===== config.mk =====
export PLATFORM = sky130hd
export DESIGN_NAME = bitbang_link
export DESIGN_NICKNAME = d
export VERILOG_FILES = /design/src/rtl/bitbang_link.sv
export SDC_FILE = /design/constraint.sdc
export NUM_CORES = 2
export LEC_CHECK = 0
export ABC_AREA = 1
export BUFFER_PORTS_ARGS = -buffer_cell sky130_fd_sc_hd__buf_2
export CORE_ASPECT_RATIO = 1.1
export CORE_MARGIN = 4
export CORE_UTILIZATION = 40
export DETAILED_ROUTE_END_ITERATION = 8
export MAX_ROUTING_LAYER = met4
export PLACE_DENSITY = 0.61
export SETUP_SLACK_MARGIN = 0.3
export SKIP_CTS_REPAIR_TIMING = 1
export SYNTH_ARGS = -nofsm -noshare
export SYNTH_HDL_FRONTEND = slang
export SYNTH_SLANG_ARGS = --single-unit

===== constraint.sdc =====
create_clock -name sysclk -period 3.1 [get_ports sysclk]
set_clock_uncertainty 0.05 [all_clocks]
set_input_delay 0.62 -clock sysclk [delete_from_list [all_inputs] [get_ports sysclk]]
set_output_delay 0.62 -clock sysclk [all_outputs]
set_load 0.01 [all_outputs]

===== src/rtl/bitbang_link.sv =====
// bitbang_link: bit-banged host link slave receiving work units and returning queued result words
module bitbang_link #(
    parameter int WORK_BYTES   = 64,
    parameter int RESULT_BYTES = 4,
    parameter int FIFO_DEPTH   = 4,
    parameter int SYNC_STAGES  = 2
) (
    input  logic                        sysclk,
    input  logic                        rst_n,
    input  logic                        rxd,
    input  logic                        rxc,
    input  logic                        rxtxr,
    input  logic                        txc,
    output logic                        txd,
    output logic [WORK_BYTES*8-1:0]     work_data,
    output logic                        work_valid,
    input  logic [RESULT_BYTES*8-1:0]   result_data,
    input  logic                        result_push,
    output logic [$clog2(FIFO_DEPTH):0] fifo_count,
    output logic [7:0]                  drop_count,
    output logic                        rx_busy
);
    localparam int WW  = WORK_BYTES * 8;
    localparam int RW  = RESULT_BYTES * 8;
    localparam int PW  = $clog2(FIFO_DEPTH);
    localparam int CW  = PW + 1;
    localparam int BCW = $clog2(WORK_BYTES + 1);
    localparam int RBW = (RESULT_BYTES > 1) ? $clog2(RESULT_BYTES) : 1;
    localparam int SW  = $clog2(RW);

    typedef enum logic {IDLE, DATA} tx_state_t;

    logic [SYNC_STAGES-1:0][3:0] sync_q, sync_d;
    logic [2:0]     prev_q, prev_d;
    logic [2:0]     bit_cnt_q, bit_cnt_d;
    logic [BCW-1:0] byte_cnt_q, byte_cnt_d;
    logic [6:0]     bytesh_q, bytesh_d;
    logic [WW-9:0]  worksh_q, worksh_d;
    logic [WW-1:0]  work_data_q, work_data_d;
    logic           work_valid_q, work_valid_d;
    logic [RW-1:0]  mem_q [FIFO_DEPTH];
    logic [RW-1:0]  mem_d [FIFO_DEPTH];
    logic [PW-1:0]  rd_ptr_q, rd_ptr_d, wr_ptr_q, wr_ptr_d;
    logic [CW-1:0]  count_q, count_d;
    logic [7:0]     drop_q, drop_d;
    tx_state_t      state_q, state_d;
    logic [RBW-1:0] byte_idx_q, byte_idx_d;
    logic [2:0]     bit_idx_q, bit_idx_d;
    logic           txd_q, txd_d;
    logic [3:0]     s;
    logic           rxc_e, rs_e, txc_e, full, pop, push_ok;
    logic [7:0]     rx_byte;
    logic [WW-1:0]  work_next;
    logic [SW-1:0]  tx_sel;

    // last synchroniser stage holds {txc, rxtxr, rxc, rxd}
    assign s     = sync_q[SYNC_STAGES-1];
    assign rxc_e = s[1] & ~prev_q[0];
    assign rs_e  = s[2] & ~prev_q[1];
    assign txc_e = s[3] & ~prev_q[2];

    assign txd        = txd_q;
    assign work_data  = work_data_q;
    assign work_valid = work_valid_q;
    assign fifo_count = count_q;
    assign drop_count = drop_q;
    assign rx_busy    = (bit_cnt_q != '0) || (byte_cnt_q != '0);

    // next state for synchronisers, RX deserialiser, TX marker FSM and result FIFO; resync overrides both strobes
    always_comb begin
        sync_d       = {sync_q[SYNC_STAGES-2:0], {txc, rxtxr, rxc, rxd}};
        prev_d       = s[3:1];
        bit_cnt_d    = bit_cnt_q;
        byte_cnt_d   = byte_cnt_q;
        bytesh_d     = bytesh_q;
        worksh_d     = worksh_q;
        work_data_d  = work_data_q;
        work_valid_d = 1'b0;
        rx_byte      = {s[0], bytesh_q};
        work_next    = {worksh_q, rx_byte};
        state_d      = state_q;
        byte_idx_d   = byte_idx_q;
        bit_idx_d    = bit_idx_q;
        txd_d        = txd_q;
        pop          = 1'b0;
        tx_sel       = SW'(8 * (RESULT_BYTES - 1 - int'(byte_idx_q)) + int'(bit_idx_q));
        if (rs_e) begin
            bit_cnt_d  = '0;
            byte_cnt_d = '0;
            state_d    = IDLE;
            byte_idx_d = '0;
            bit_idx_d  = '0;
            txd_d      = 1'b0;
        end else begin
            if (rxc_e) begin
                bytesh_d  = rx_byte[7:1];
                bit_cnt_d = bit_cnt_q + 3'd1;
                if (bit_cnt_q == 3'd7) begin
                    worksh_d   = work_next[WW-9:0];
                    byte_cnt_d = byte_cnt_q + BCW'(1);
                    if (byte_cnt_q == BCW'(WORK_BYTES - 1)) begin
                        work_data_d  = work_next;
                        work_valid_d = 1'b1;
                        byte_cnt_d   = '0;
                    end
                end
            end
            if (txc_e) begin
                if (state_q == IDLE) begin
                    txd_d = count_q != '0;
                    if (count_q != '0) begin
                        state_d   = DATA;
                        bit_idx_d = '0;
                    end
                end else begin
                    txd_d     = mem_q[rd_ptr_q][tx_sel];
                    bit_idx_d = bit_idx_q + 3'd1;
                    if (bit_idx_q == 3'd7) begin
                        state_d    = IDLE;
                        byte_idx_d = byte_idx_q + RBW'(1);
                        if (byte_idx_q == RBW'(RESULT_BYTES - 1)) begin
                            byte_idx_d = '0;
                            pop        = 1'b1;
                        end
                    end
                end
            end
        end
        full     = count_q == CW'(FIFO_DEPTH);
        push_ok  = result_push & (~full | pop);
        mem_d    = mem_q;
        wr_ptr_d = push_ok ? wr_ptr_q + PW'(1) : wr_ptr_q;
        rd_ptr_d = pop ? rd_ptr_q + PW'(1) : rd_ptr_q;
        count_d  = count_q + CW'(push_ok) - CW'(pop);
        drop_d   = (result_push && !push_ok && drop_q != 8'hff) ? drop_q + 8'd1 : drop_q;
        if (push_ok) mem_d[wr_ptr_q] = result_data;
    end

    // all state registers, cleared by asynchronous active-low reset
    always_ff @(posedge sysclk or negedge rst_n) begin
        if (!rst_n) begin
            sync_q       <= '0;
            prev_q       <= '0;
            bit_cnt_q    <= '0;
            byte_cnt_q   <= '0;
            bytesh_q     <= '0;
            worksh_q     <= '0;
            work_data_q  <= '0;
            work_valid_q <= 1'b0;
            mem_q        <= '{default: '0};
            rd_ptr_q     <= '0;
            wr_ptr_q     <= '0;
            count_q      <= '0;
            drop_q       <= '0;
            state_q      <= IDLE;
            byte_idx_q   <= '0;
            bit_idx_q    <= '0;
            txd_q        <= 1'b0;
        end else begin
            sync_q       <= sync_d;
            prev_q       <= prev_d;
            bit_cnt_q    <= bit_cnt_d;
            byte_cnt_q   <= byte_cnt_d;
            bytesh_q     <= bytesh_d;
            worksh_q     <= worksh_d;
            work_data_q  <= work_data_d;
            work_valid_q <= work_valid_d;
            mem_q        <= mem_d;
            rd_ptr_q     <= rd_ptr_d;
            wr_ptr_q     <= wr_ptr_d;
            count_q      <= count_d;
            drop_q       <= drop_d;
            state_q      <= state_d;
            byte_idx_q   <= byte_idx_d;
            bit_idx_q    <= bit_idx_d;
            txd_q        <= txd_d;
        end
    end
endmodule


==> results.cfg <==
[die]
coreArea_um2 = 115000
core.rowCount = 130
dieArea_um2 = 121000
die_h_um = 364
io_pins = 565
chipWidth_um = 332
start_util = 0.404

[routing]
first_pass_iters = 5
dr.first_iter.drc_count = 2663
drcViolationCount = 0
ant_nets = 0
vias_per_cell = 4.76
avgRoutedWirePerCell_um = 17.2
routed_wirelength_um = 118000
vias = 32600

[power]
switchingPower_mw = 7.07
p_int_mw = 25.1
leakage_nw = 26.0
comb_power_share = 0.028
powerDensity_nw_per_um2 = 590
power.share.clock = 0.474
swShare = 0.220
irDropWorstVdd_mv = 0.551
pwr-share-seq = 0.498

[min_path]
worstHoldPathType = in -> reg
hold_start = result_data[30]
min_path_cells = 3

[critical_path]
r2r-start = s[2]$_DFF_PN0_
required_ns = 3.69
cp-end-kind = flop
r2r_slack_ns = 0.43
critPathKind = reg -> reg
timing.rr.end = worksh_q[279]$_DFFE_PN0P_
startpoint = s[2]$_DFF_PN0_
ff2ff_path_depth = 10
critical_path.max_fanout = 195
worstSetupEndpoint = worksh_q[279]$_DFFE_PN0P_
cp.arrival_ns = 3.26
crit_path_start_kind = flop

[timing]
setup_viol = 0
hold_ws_ns = 0.151
min_period_ns = 2.67
rsz0062_at_grt = true
worstMarginPinSlew_ns = 1.01
final.period_utilization = 0.862
hold_violations = 0
slew_viol_final = 0
relSlewSlack = 0.329
fmax_mhz = 374
setup_tns_ns = 0

[grt]
grt_max_degree = 284
grtUsageMet2 = 0.302
grt_pass1_wl_um = 185000
grt_pass1_vias = 32300
use_met1 = 0.263
busiest_layer = met2
grt_util_all_layers = 0.198
antenna_found_initial = 3
grt_use_met3 = 0.0405
overflow = 0

[synth]
synth_edf_count = 0
yosysSeqAreaShare = 0.647
ys.flop_type = dfrtp_1
synth_nets = 4790
ys_ff_latch = 1195
netlist_area_um2 = 46200
ys.warnings.count = 0
synthArstFlopShare = 1.00
syn_avg_cell_area_um2 = 9.76
synth_cell_type_count = 36
syn_inst = 4735

[final_layout]
layout-drive-gt1-share = 0.182
antenna_cells = 0
area_growth_pct = 17.9
nets = 5275

[placement]
dp_hpwl_um = 78100
port_buffers = 564
place_congestion = 0.829

[run]
maxCapViolCount = 0

[clock_network]
cts_sinks = 1195
numCtsBuffers = 121
cts_tree = done
clk_latency_ns = 0.74
cts_root_buffer = clkbuf_16
cts_buffer_depth = 3
htreeDepth = 3
clk_pin_slew_ns = 0.06

[run_status]
status = completed
-- kinds of logic after synthesis --
| family | Yosys count | synth area share |
|---|---|---|
| and+or+nand+nor | 1477 | 0.126 |
| DFF | 1195 | 0.647 |
| AOI/OAI and AO/OA | 1171 | 0.135 |
| buffers and inverters | 861 | 0.0842 |
| adders and majority gates | 16 | 0.00450 |
| xor gates and xnor gates | 14 | 0.00265 |
| muxes | 1 | 0.000244 |
-- how the worst min path moves through the flow --
stage | slack (ns) | end
global route | 0.11 | mem_q[62]$_DFFE_PN0P_
global placement | 0.28 | s[2]$_DFF_PN0_
floorplan | 0.27 | bit_cnt_q[0]$_DFFE_PN0P_
finish | 0.15 | mem_q[62]$_DFFE_PN0P_
CTS | -0.28 | work_valid$_DFF_PN0_
detailed placement | 0.29 | s[2]$_DFF_PN0_
-- synthesized netlist by cell type, types with 2 or more instances --
library cell  instances  area, um2
a21oi_1               2       10.0
buf_1                12       45.0
buf_2                77        385
buf_4                 3       22.5
buf_6                73        822
clkbuf_1            112        420
clkinv_1              2       7.51
dfrtp_1            1195      29900
ha_1                 15        188
inv_1               575       2160
inv_2                 6       22.5
nand2_1            1308       4910
nand2_2               3       18.8
nand2_4               3       33.8
nand3_1             133        666
nand3_2               2       20.0
nand4_1               4       25.0
nor2_1               11       41.3
nor2_4                3       33.8
nor3_1                5       25.0
nor4_1                2       12.5
o21ai_0             678       3390
o21ai_1             384       1920
o21ai_2             102        893
o22ai_1               2       12.5
xnor2_1               7       61.3
xor2_1                7       61.3
-- power by group through the flow --
| stage | clock network [mW] | logic [mW] | registers (mW) |
|---|---|---|---|
| 2_1_floorplan | 0 | 0.296 | 16.3 |
| 3_3_place_gp | 0 | 0.903 | 16.3 |
| 3_5_place_dp | 0 | 0.920 | 16.3 |
| 4_1_cts | 15.7 | 0.923 | 16.0 |
| 5_1_grt | 16.3 | 1.04 | 16.0 |
| 6_report | 15.2 | 0.894 | 16.0 |
-- state kept, by name (all words and copies together), names as in the netlist, 2 cells and up --
| register | count |
|---|---|
| byte_idx_q | 2 |
| bit_cnt_q | 3 |
| sync_d | 4 |
| bytesh_q | 7 |
| byte_cnt_q | 7 |
| fifo_count | 3 |
| worksh_q | 504 |
| s | 4 |
| rd_ptr_q | 2 |
| wr_ptr_q | 2 |
| mem_q | 128 |
| drop_count | 8 |
| work_data | 512 |
| bit_idx_q | 3 |
| prev_q | 3 |
-- through the flow --
step                      cell area, um2  std cells   util  power (mW)  worst slack [ns]
after global placement             50100       6609  0.438        17.2             0.525
after CTS                          54400       6837  0.475        32.6             0.379
after floorplan                    46200       4735      -        16.6             0.891
final                              54500       6843  0.476        32.1             0.429
after global routing               54500       6843  0.476        33.4             0.185
after detailed placement           50100       6609  0.438        17.2             0.460
-- cell usage in the layout (no fill, tap or decap), types with 9 or more instances in the layout --
cell type  Yosys  final
buf_12         0     28
buf_2         77    563
buf_4          3     40
bufinv_16      0      9
clkbuf_1     112     18
clkbuf_16      0    124
clkbuf_8       0     39
clkinv_2       0     24
dfrtp_1     1195   1195
ha_1          15     15
inv_1        575    575
nand2_1     1308   1308
nand3_1      133    133
nor2_1        11     11
o21ai_0      678    678
o21ai_1      384    384
o21ai_2      102    102
-- per-layer routing --
metal	share of wire	wire length [um]	up-vias
li1	-	-	16000
met1	0.45	52600	15700
met3	0.056	6630	181
met5	0	0	-
met4	0.035	4100	0
met2	0.46	54500	713
-- cell type report --
class / count / area (um2)
Sequential cell: 1195 / 29900
Fill cell: 10900 / 60100
Clock buffer: 180 / 3680
Clock inverter: 48 / 539
Tap cell: 1518 / 1900
Timing Repair Buffer: 639 / 3810
Inverter: 584 / 2200
Multi-Input combinational cell: 2679 / 12400
-- worst max-delay path, stage by stage (launching register included) --
cell     delay [ns]
dfrtp_1        0.41
nand2_4        0.16
inv_2          0.10
nor2_8         0.23
inv_2          0.09
nor2_4         0.20
buf_4          0.22
buf_4          0.17
buf_12         0.43
nand2_1        0.19
o21ai_0        0.12
(Power assumes the default switching activity.)
